**src/rtl/regfile_pkg.sv**
```systemverilog
// Shared constants for the integer register file: FSM state encoding, zero-register
// address and the default geometry used by the core top level.
package regfile_pkg;

    localparam logic RF_ST_CLEAR = 1'b0;
    localparam logic RF_ST_READY = 1'b1;

    localparam int REG_ZERO = 0;

    localparam int RF_XLEN  = 32;
    localparam int RF_NREGS = 32;

    typedef enum logic {
        ST_CLEAR = RF_ST_CLEAR,
        ST_READY = RF_ST_READY
    } rf_state_e;

endpackage : regfile_pkg

```
**src/rtl/regfile_clear_seq.sv**
```systemverilog
// Post-reset clear sequencer: sweeps every register address once, then raises ready.
// Latency: ready rises on the NREGS-th posedge after reset release.
// Backpressure: none; the owner must ignore writes/pending while ready is low.
module regfile_clear_seq
    import regfile_pkg::*;
#(
    parameter int NREGS = RF_NREGS,
    parameter int AW    = $clog2(NREGS)
) (
    input  logic          clk,
    input  logic          rst_n,
    output logic          ready_o,
    output logic          clr_we_o,
    output logic [AW-1:0] clr_addr_o
);

    localparam logic [AW-1:0] LAST_ADDR = AW'(NREGS - 1);

    rf_state_e     state_q;
    logic [AW-1:0] clr_cnt_q;
    logic          ready_q;

    always_ff @(posedge clk or negedge rst_n) begin
        if (!rst_n) begin
            state_q   <= ST_CLEAR;
            clr_cnt_q <= '0;
            ready_q   <= 1'b0;
        end else begin
            case (state_q)
                ST_CLEAR: begin
                    clr_cnt_q <= clr_cnt_q + 1'b1;
                    if (clr_cnt_q == LAST_ADDR) begin
                        state_q <= ST_READY;
                        ready_q <= 1'b1;
                    end
                end
                default: begin
                    state_q <= ST_READY;
                    ready_q <= 1'b1;
                end
            endcase
        end
    end

    assign ready_o    = ready_q;
    assign clr_we_o   = (state_q == ST_CLEAR);
    assign clr_addr_o = clr_cnt_q;

endmodule : regfile_clear_seq

```
**src/rtl/regfile_2r1w.sv**
```systemverilog
// Register file, 2 combinational reads / 1 synchronous write, zero reg + pending scoreboard.
// Latency: writes visible the cycle after the edge; same cycle when REGFILE_BYPASS_EN is defined.
// Backpressure: ready low during the post-reset clear sweep; writes and pend_set are dropped.
module regfile_2r1w
    import regfile_pkg::*;
#(
    parameter int XLEN     = RF_XLEN,
    parameter int NREGS    = RF_NREGS,
    parameter int AW       = $clog2(NREGS),
    parameter bit ZERO_REG = 1'b1
) (
    input  logic            clk,
    input  logic            rst_n,
    input  logic [AW-1:0]   rs1_addr_i,
    output logic [XLEN-1:0] rs1_data_o,
    output logic            rs1_pend_o,
    input  logic [AW-1:0]   rs2_addr_i,
    output logic [XLEN-1:0] rs2_data_o,
    output logic            rs2_pend_o,
    input  logic            we_i,
    input  logic [AW-1:0]   wr_addr_i,
    input  logic [XLEN-1:0] wr_data_i,
    input  logic            pend_set_i,
    input  logic [AW-1:0]   pend_addr_i,
    output logic            ready_o
);

    logic [XLEN-1:0]  regs_q [NREGS];
    logic [NREGS-1:0] pend_q;
    logic [NREGS-1:0] pend_d;

    logic          ready;
    logic          clr_we;
    logic [AW-1:0] clr_addr;

    logic          wr_ok;
    logic          pend_ok;
    logic [AW-1:0] rd_addr [2];
    logic [XLEN-1:0] rd_data [2];
    logic          rd_pend [2];

    // Addresses that may hold state: in range and not the hardwired zero register.
    function automatic logic addr_live(input logic [AW-1:0] a);
        return (int'(a) < NREGS) && !(ZERO_REG && (int'(a) == REG_ZERO));
    endfunction

    regfile_clear_seq #(
        .NREGS (NREGS),
        .AW    (AW)
    ) u_clear_seq (
        .clk        (clk),
        .rst_n      (rst_n),
        .ready_o    (ready),
        .clr_we_o   (clr_we),
        .clr_addr_o (clr_addr)
    );

    assign wr_ok   = ready && we_i && addr_live(wr_addr_i);
    assign pend_ok = ready && pend_set_i && addr_live(pend_addr_i);

    // Storage is not reset; the clear sweep zeroes it after every reset.
    always_ff @(posedge clk) begin
        if (clr_we) begin
            regs_q[clr_addr] <= '0;
        end else if (wr_ok) begin
            regs_q[wr_addr_i] <= wr_data_i;
        end
    end

    // Set is applied after clear so a new producer on the same address wins.
    always_comb begin
        pend_d = pend_q;
        if (wr_ok) begin
            pend_d[wr_addr_i] = 1'b0;
        end
        if (pend_ok) begin
            pend_d[pend_addr_i] = 1'b1;
        end
    end

    always_ff @(posedge clk or negedge rst_n) begin
        if (!rst_n) begin
            pend_q <= '0;
        end else begin
            pend_q <= pend_d;
        end
    end

    assign rd_addr[0] = rs1_addr_i;
    assign rd_addr[1] = rs2_addr_i;

    always_comb begin
        for (int p = 0; p < 2; p++) begin
            logic byp_hit;
`ifdef REGFILE_BYPASS_EN
            byp_hit = wr_ok && (wr_addr_i == rd_addr[p]);
`else
            byp_hit = 1'b0;
`endif
            rd_data[p] = '0;
            rd_pend[p] = 1'b0;
            if (ready && addr_live(rd_addr[p])) begin
                rd_data[p] = byp_hit ? wr_data_i : regs_q[rd_addr[p]];
                rd_pend[p] = !byp_hit && pend_q[rd_addr[p]];
            end
        end
    end

    assign rs1_data_o = rd_data[0];
    assign rs1_pend_o = rd_pend[0];
    assign rs2_data_o = rd_data[1];
    assign rs2_pend_o = rd_pend[1];
    assign ready_o    = ready;

endmodule : regfile_2r1w
```
**config.mk**
```make
export PLATFORM = sky130hd
export DESIGN_NAME = regfile_2r1w
export DESIGN_NICKNAME = d
export VERILOG_FILES = /design/src/rtl/regfile_pkg.sv /design/src/rtl/regfile_clear_seq.sv /design/src/rtl/regfile_2r1w.sv
export SDC_FILE = /design/constraint.sdc
export NUM_CORES = 1
export LEC_CHECK = 0
export ABC_CLOCK_PERIOD_IN_PS = 6650
export CAP_MARGIN = 20
export CORE_MARGIN = 3
export CORE_UTILIZATION = 40
export CTS_BUF_LIST = sky130_fd_sc_hd__clkbuf_4
export DETAILED_ROUTE_END_ITERATION = 8
export DONT_BUFFER_PORTS = 1
export GPL_TIMING_DRIVEN = 1
export PLACE_DENSITY = 0.62
export SETUP_SLACK_MARGIN = 0.2
export SLEW_MARGIN = 0
export SYNTH_ARGS = -nofsm -noshare
export SYNTH_HDL_FRONTEND = slang
export SYNTH_SLANG_ARGS = --single-unit
```
**constraint.sdc**
```tcl
create_clock -name clk -period 6.65 [get_ports clk]
set_clock_uncertainty 0.05 [all_clocks]
set_input_delay 1.995 -clock clk [delete_from_list [all_inputs] [get_ports clk]]
set_output_delay 1.995 -clock clk [all_outputs]
set_load 0.03 [all_outputs]
```
======== Word level (Yosys, flattened, before mapping) ========
Memory sizes are Yosys's and may differ from the RTL's.
Index checks and enable logic that the tools add are counted.
cells by class
  equal/unequal tests ..................... 1
  add/sub/neg operators ................... 1
  bitwise gates (word level) .............. 3
  reduce and logical (&&, ||, !) cells .... 18
  muxes and demuxes ....................... 25
  order comparisons ....................... 6
operators with widths
  cell                   number
  $mux W32               5
  $and A32 B32 Y32       1
  $not A32 Y32           1
  $or A32 B32 Y32        1
  $reduce_or A32 Y1      1
  $lt A5 B6 Y1 const B   4
  $logic_not A5 Y1       4
  $mux W1                15
  $bmux W1 S5            2
  $demux W1 S5           2
  $ge A5 B1 Y1 const B   2
  $logic_and A1 B1 Y1    8
  $add A5 B1 Y5 const B  1
  $eq A5 B5 Y1 const B   1
  $mux W5                1
  $logic_not A1 Y1       4
  $reduce_bool A2 Y1     1
storage, ports and cells
  input bits .............................. 56
  output and inout bits ................... 67
  register bits after elaboration ......... 39
  logic and storage cells ................. 59
  bits in writable memories ............... 1024
  memories ................................ 1
memory list
  memory  words  bits a word  rd ports  clocked after memory_dff  write ports  RTL line            source
  regs_q  32     32           2         0                         1            regfile_2r1w.sv:28  logic [XLEN-1:0] regs_q [NREGS];

======== Longest topological paths before layout ========
  depth in word-level cells ............... 9
  gate-level depth with buffers ........... 9
  depth with buffers taken out ............ 4

======== By module ========
From an unflattened synthesis, not the netlist that was laid out.
second synthesis, totals
  cell total of the unflattened synthesis .. 2529
  area, all modules ....................... 49723.9 um^2
by module, submodules not included
  module             area an instance (um^2)  sequential area each (um^2)  instances  cells an instance
  regfile_2r1w       49411.1                  31550.3                      1          2508
  regfile_clear_seq  312.8                    175.2                        1          21

======== Worst setup path after synthesis ========
OpenSTA, ideal clock, no wires.
  kind .................................... input to output
  start ................................... input rs2_addr_i[0]
  end ..................................... output rs2_data_o[30]
  arrival ................................. 4.416 ns
  data required time ...................... 4.605 ns
  path buffers ............................ 3
  path slack .............................. 0.189 ns
  stages on the path ...................... 6
  cell sequence ........................... buf_2 > buf_6 > buf_4 > mux4_2 > mux2i_1 > a2111oi_0
on the way
  longest elaborated chain between the ends .. 4
  elaborated cells between the ends (all ways) .. 5
  those cells by class .................... 1 x mux; 3 x reduce/logical; 1 x memory
RTL lines
  item                                                     RTL line             source
  from (decl)                                              regfile_2r1w.sv:17   input logic [AW-1:0] rs2_addr_i,
  branches (longest 3 deep; another with $mem_v2 Z32 W32)  -
  $mux W32 *                                               regfile_2r1w.sv:102  if (ready && addr_live(rd_addr[p])) begin
  to (decl)                                                regfile_2r1w.sv:18   output logic [XLEN-1:0] rs2_data_o,
Mark *: on every way between the ends.

======== Worst setup path after layout ========
  start ................................... input rs2_addr_i[1]
  end ..................................... output rs2_data_o[5]
The elaborated chain is that of the path after synthesis.

==> results by group <==
Synth
  • Mean Syn Cell Area: ~19 um^2
  • Post-Syn Nets: 2746
  • Warnings, synthesis: 0
  • Predominant post-synthesis flop cell: edfxtp_1
  • Register area share after synthesis: 63.25%
  • Count of cell types in the netlist: 51
  • Synth Register Bits: approximately 1100
  • EDFF count, synth: 1024
  • Cells after synthesis: roughly 2700
  • Mapped cell area: around 50000 um^2
  • Asr flop ratio synth: under 10%

Cells and area
  • Synth-to-Final Area Change: 12.94%
  • Final core occ: a little under half
  • Layout cells sized above 1: 36.88%
  • Layout net count: roughly 3000
  • Fill count: 10500

Clocking
  • Bufs on Longest Clock Path: 4
  • TritonCTS clock tree: done
  • Reg clk slew, reported paths: approximately 0.07 ns
  • TritonCTS buffer count: 287
  • Post-cts hold buffer count: 0
  • Clock sink count: 1063
  • CTS root buf: clkbuf_4
  • H-tree levels: 5
  • Worst-Skew Late Latency: roughly 1.2 ns

STA
  • Final setup violation count: 0
  • Fin. Hold Viols: 0
  • Peak Freq: ~150 MHz
  • Fin crit share: 99.76%
  • Final Max Tran Viols: 0
  • Post-layout min period: ~6.6 ns
  • Slew headroom: between 10% and 20%
  • Final setup TNS: 0 ns
  • RSZ-0062 raised after global routing: no
  • Worst-Margin Slew: between 1 and 1.5 ns

Critical path
  • Worst Path Arrival: between 4 and 5 ns
  • Crit start category: primary input
  • Crit-path slowest cell: mux4_2
  • Crit path required time: 4.61 ns
  • Critical path class: primary input to output pin
  • Crit-path max FO: 316
  • Crit-path max cell delay: 0.68 ns
  • Crit path cell chain: mux4_2, o22ai_1, a211o_1, a31oi_1, buf_4
  • CP endpoint kind: output pin

Global route
  • GRT Total Usage: 24.63%
  • First-pass GRT wire length: between 200000 and 250000 um
  • Aggregate global routing overflow: 0
  • Pin count of the biggest net entering global routing: ~320
  • Initial antenna violation count: 32
  • Vias in the first global route: 31480

Placed design
  • IO Port Bufs: 0
  • DP Wirelength: between 90000 and 100000 um
  • Routability congestion estimate: a little under 0.9

Power
  • PwrDens: roughly 250 nW/um^2
  • Max VDD drop: ~0.00017 V
  • LEAKAGE: just over 20 nW

Status
  • Status: finished, final reports clean

Route
  • M1 wire length: ~62000 um
  • Initial DRC Count: ~4100
  • Routed wire length: roughly 160000 um
  • DRC: 0
  • Drt first pass iters: 5
  • DR vias/cell: roughly 6.4
  • Met3 wire length: about 22000 um
  • Met2 wire length: ~73000 um
  • Routed via count: just over 30000
  • Routed len/inst: around 34 um
  • Post-route ant nets: 0
  • Highest Signal Layer: met5

Die
  • Die span in y: 360.1 um
  • FP Rows: 129
  • Core Area: 124100 um^2
  • Die ar.: between 100000 and 150000 um^2
  • Die W: 360.1 um
  • Starting density of the core: a little over 40%
  • Top-level port count: 123

Hold path
  • Hold Path Class: flop to flop

Job
  • Maxcap violations: 0
-- metal layers --
layer / track usage, % / up-vias
li1: - / 12140
met1: 33.70 / 16200
met2: 36.64 / 2071
met3: 8.832 / 339
met4: 8.363 / 18
met5: 0 / -
-- synthesized netlist by cell type (21+ instances only) --
cell type     n  area [um^2]
a211o_1      25        219.0
a21oi_1      28        140.1
a22oi_1      63        473.0
a31oi_1      28        175.2
and2_1       36        225.2
buf_2        99        495.5
buf_4        30        225.2
clkbuf_1     65        244.0
dfrtp_1      39        975.9
edfxtp_1   1024        30750
mux2_2       40        450.4
mux2i_1     316         3163
mux4_2      442         9955
nand2_1      61        229.0
nand3_1      51        255.2
nor2_1       33        123.9
nor3_1       26        130.1
o21ai_0      56        280.3
o221ai_1     31        271.5
o22a_1       24        210.2
o22ai_1      34        212.7
or2_2        21        131.4
-- critical path: cells and delay by family --
kind                   cells  cell delay, ns
buffers and inverters      1            0.30
muxes                      1            0.68
AOI/OAI and AO/OA          3            1.02
-- through the flow --
| step | hold slack (ns) | cell area, um^2 | total power [mW] | setup slack [ns] | instances |
|---|---|---|---|---|---|
| floorplan | 0.3913 | 50160 | 8.399 | 0.5702 | 2688 |
| global placement | 0.3296 | 52510 | 8.599 | 0.05576 | 4255 |
| detailed placement | 0.3406 | 52520 | 8.618 | 0.01135 | 4256 |
| CTS | 0.3554 | 55870 | 14.13 | 0.3982 | 4718 |
| global route | 0.3662 | 56600 | 14.60 | 0.2022 | 4755 |
| finish | 0.3534 | 56650 | 14.10 | 0.01566 | 4774 |
-- flip-flops by register name, indices dropped and copies added, names as in the netlist --
name	cells
regs_q	1024
pend_q	32
u_clear_seq.clr_addr_o	5
u_clear_seq.ready_o	1
u_clear_seq.state_q	1
-- kinds of logic after synthesis --
kind of cell             Yosys count  share of synthesized area, %
buffers and inverters            218                         2.218
multiplexers                     798                         27.05
adder cells (fa/ha/maj)            2                       0.04988
XOR/XNOR                           3                       0.05239
flip-flops                      1063                         63.25
AO/OA/AOI/OAI                    309                         4.308
AND/OR/NAND/NOR                  295                         3.076
-- power breakdown --
part	total [mW]	switching [mW]	internal, mW
clock	5.55	2.65	2.90
combinational	1.14	0.630	0.508
sequential	7.41	0.0250	7.38
total	14.1	3.31	10.8
-- cell type report --
class                           instances  area (um^2)  area share [%]
Clock inverter                         56        294.0          0.5190
Tap cell                             1637         2048           3.616
Antenna cell                           27        67.56          0.1193
Multi-Input combinational cell       1407        17630           31.12
Clock buffer                          406         3048           5.380
Sequential cell                      1063        31730           56.00
Inverter                                6        22.52         0.03976
Timing Repair Buffer                  172         1813           3.200
-- path summary, 6_finish.rpt --
| kind | startpoint | to | slack [ns] | cells past startpoint |
|---|---|---|---|---|
| worst max-delay path | rs2_addr_i[1] | rs2_data_o[5] | 0.02 | 5 |
| worst min-delay path | pend_q[0] | pend_q[0] | 0.35 | 0 |
| worst max register to register | u_clear_seq.ready_o | regs_q[12][12] | 2.73 | 6 |
| worst min register to register | pend_q[0] | pend_q[0] | 0.35 | 0 |
| max in group asynchronous | rst_n | pend_q[4] | 5.96 | 0 |
| min in group asynchronous | rst_n | u_clear_seq.clr_addr_o[1] | 0.47 | 0 |
-- what timing repair did --
item | in CTS | in global routing
gates resized for setup | 2 | 6
gates cloned | 0 | 0
setup endpoints to repair | 3 | 10
setup buffers | 0 | 3
pin swaps | 0 | 1
-- cells in the final DEF (no fill, tap or decap), drive strengths merged, types with 27 or more instances in the layout --
cell type	netlist	routed
a21oi	28	28
a22oi	63	63
a31oi	28	28
and2	36	36
buf	145	169
clkbuf	67	409
clkinv	0	46
dfrtp	39	39
diode	0	27
edfxtp	1024	1024
mux2	40	40
mux2i	316	316
mux4	442	442
nand2	61	61
nand3	51	51
nor2	33	33
o21ai	57	57
o221ai	31	31
o22ai	34	34
Power figures use the tool's default switching activity.
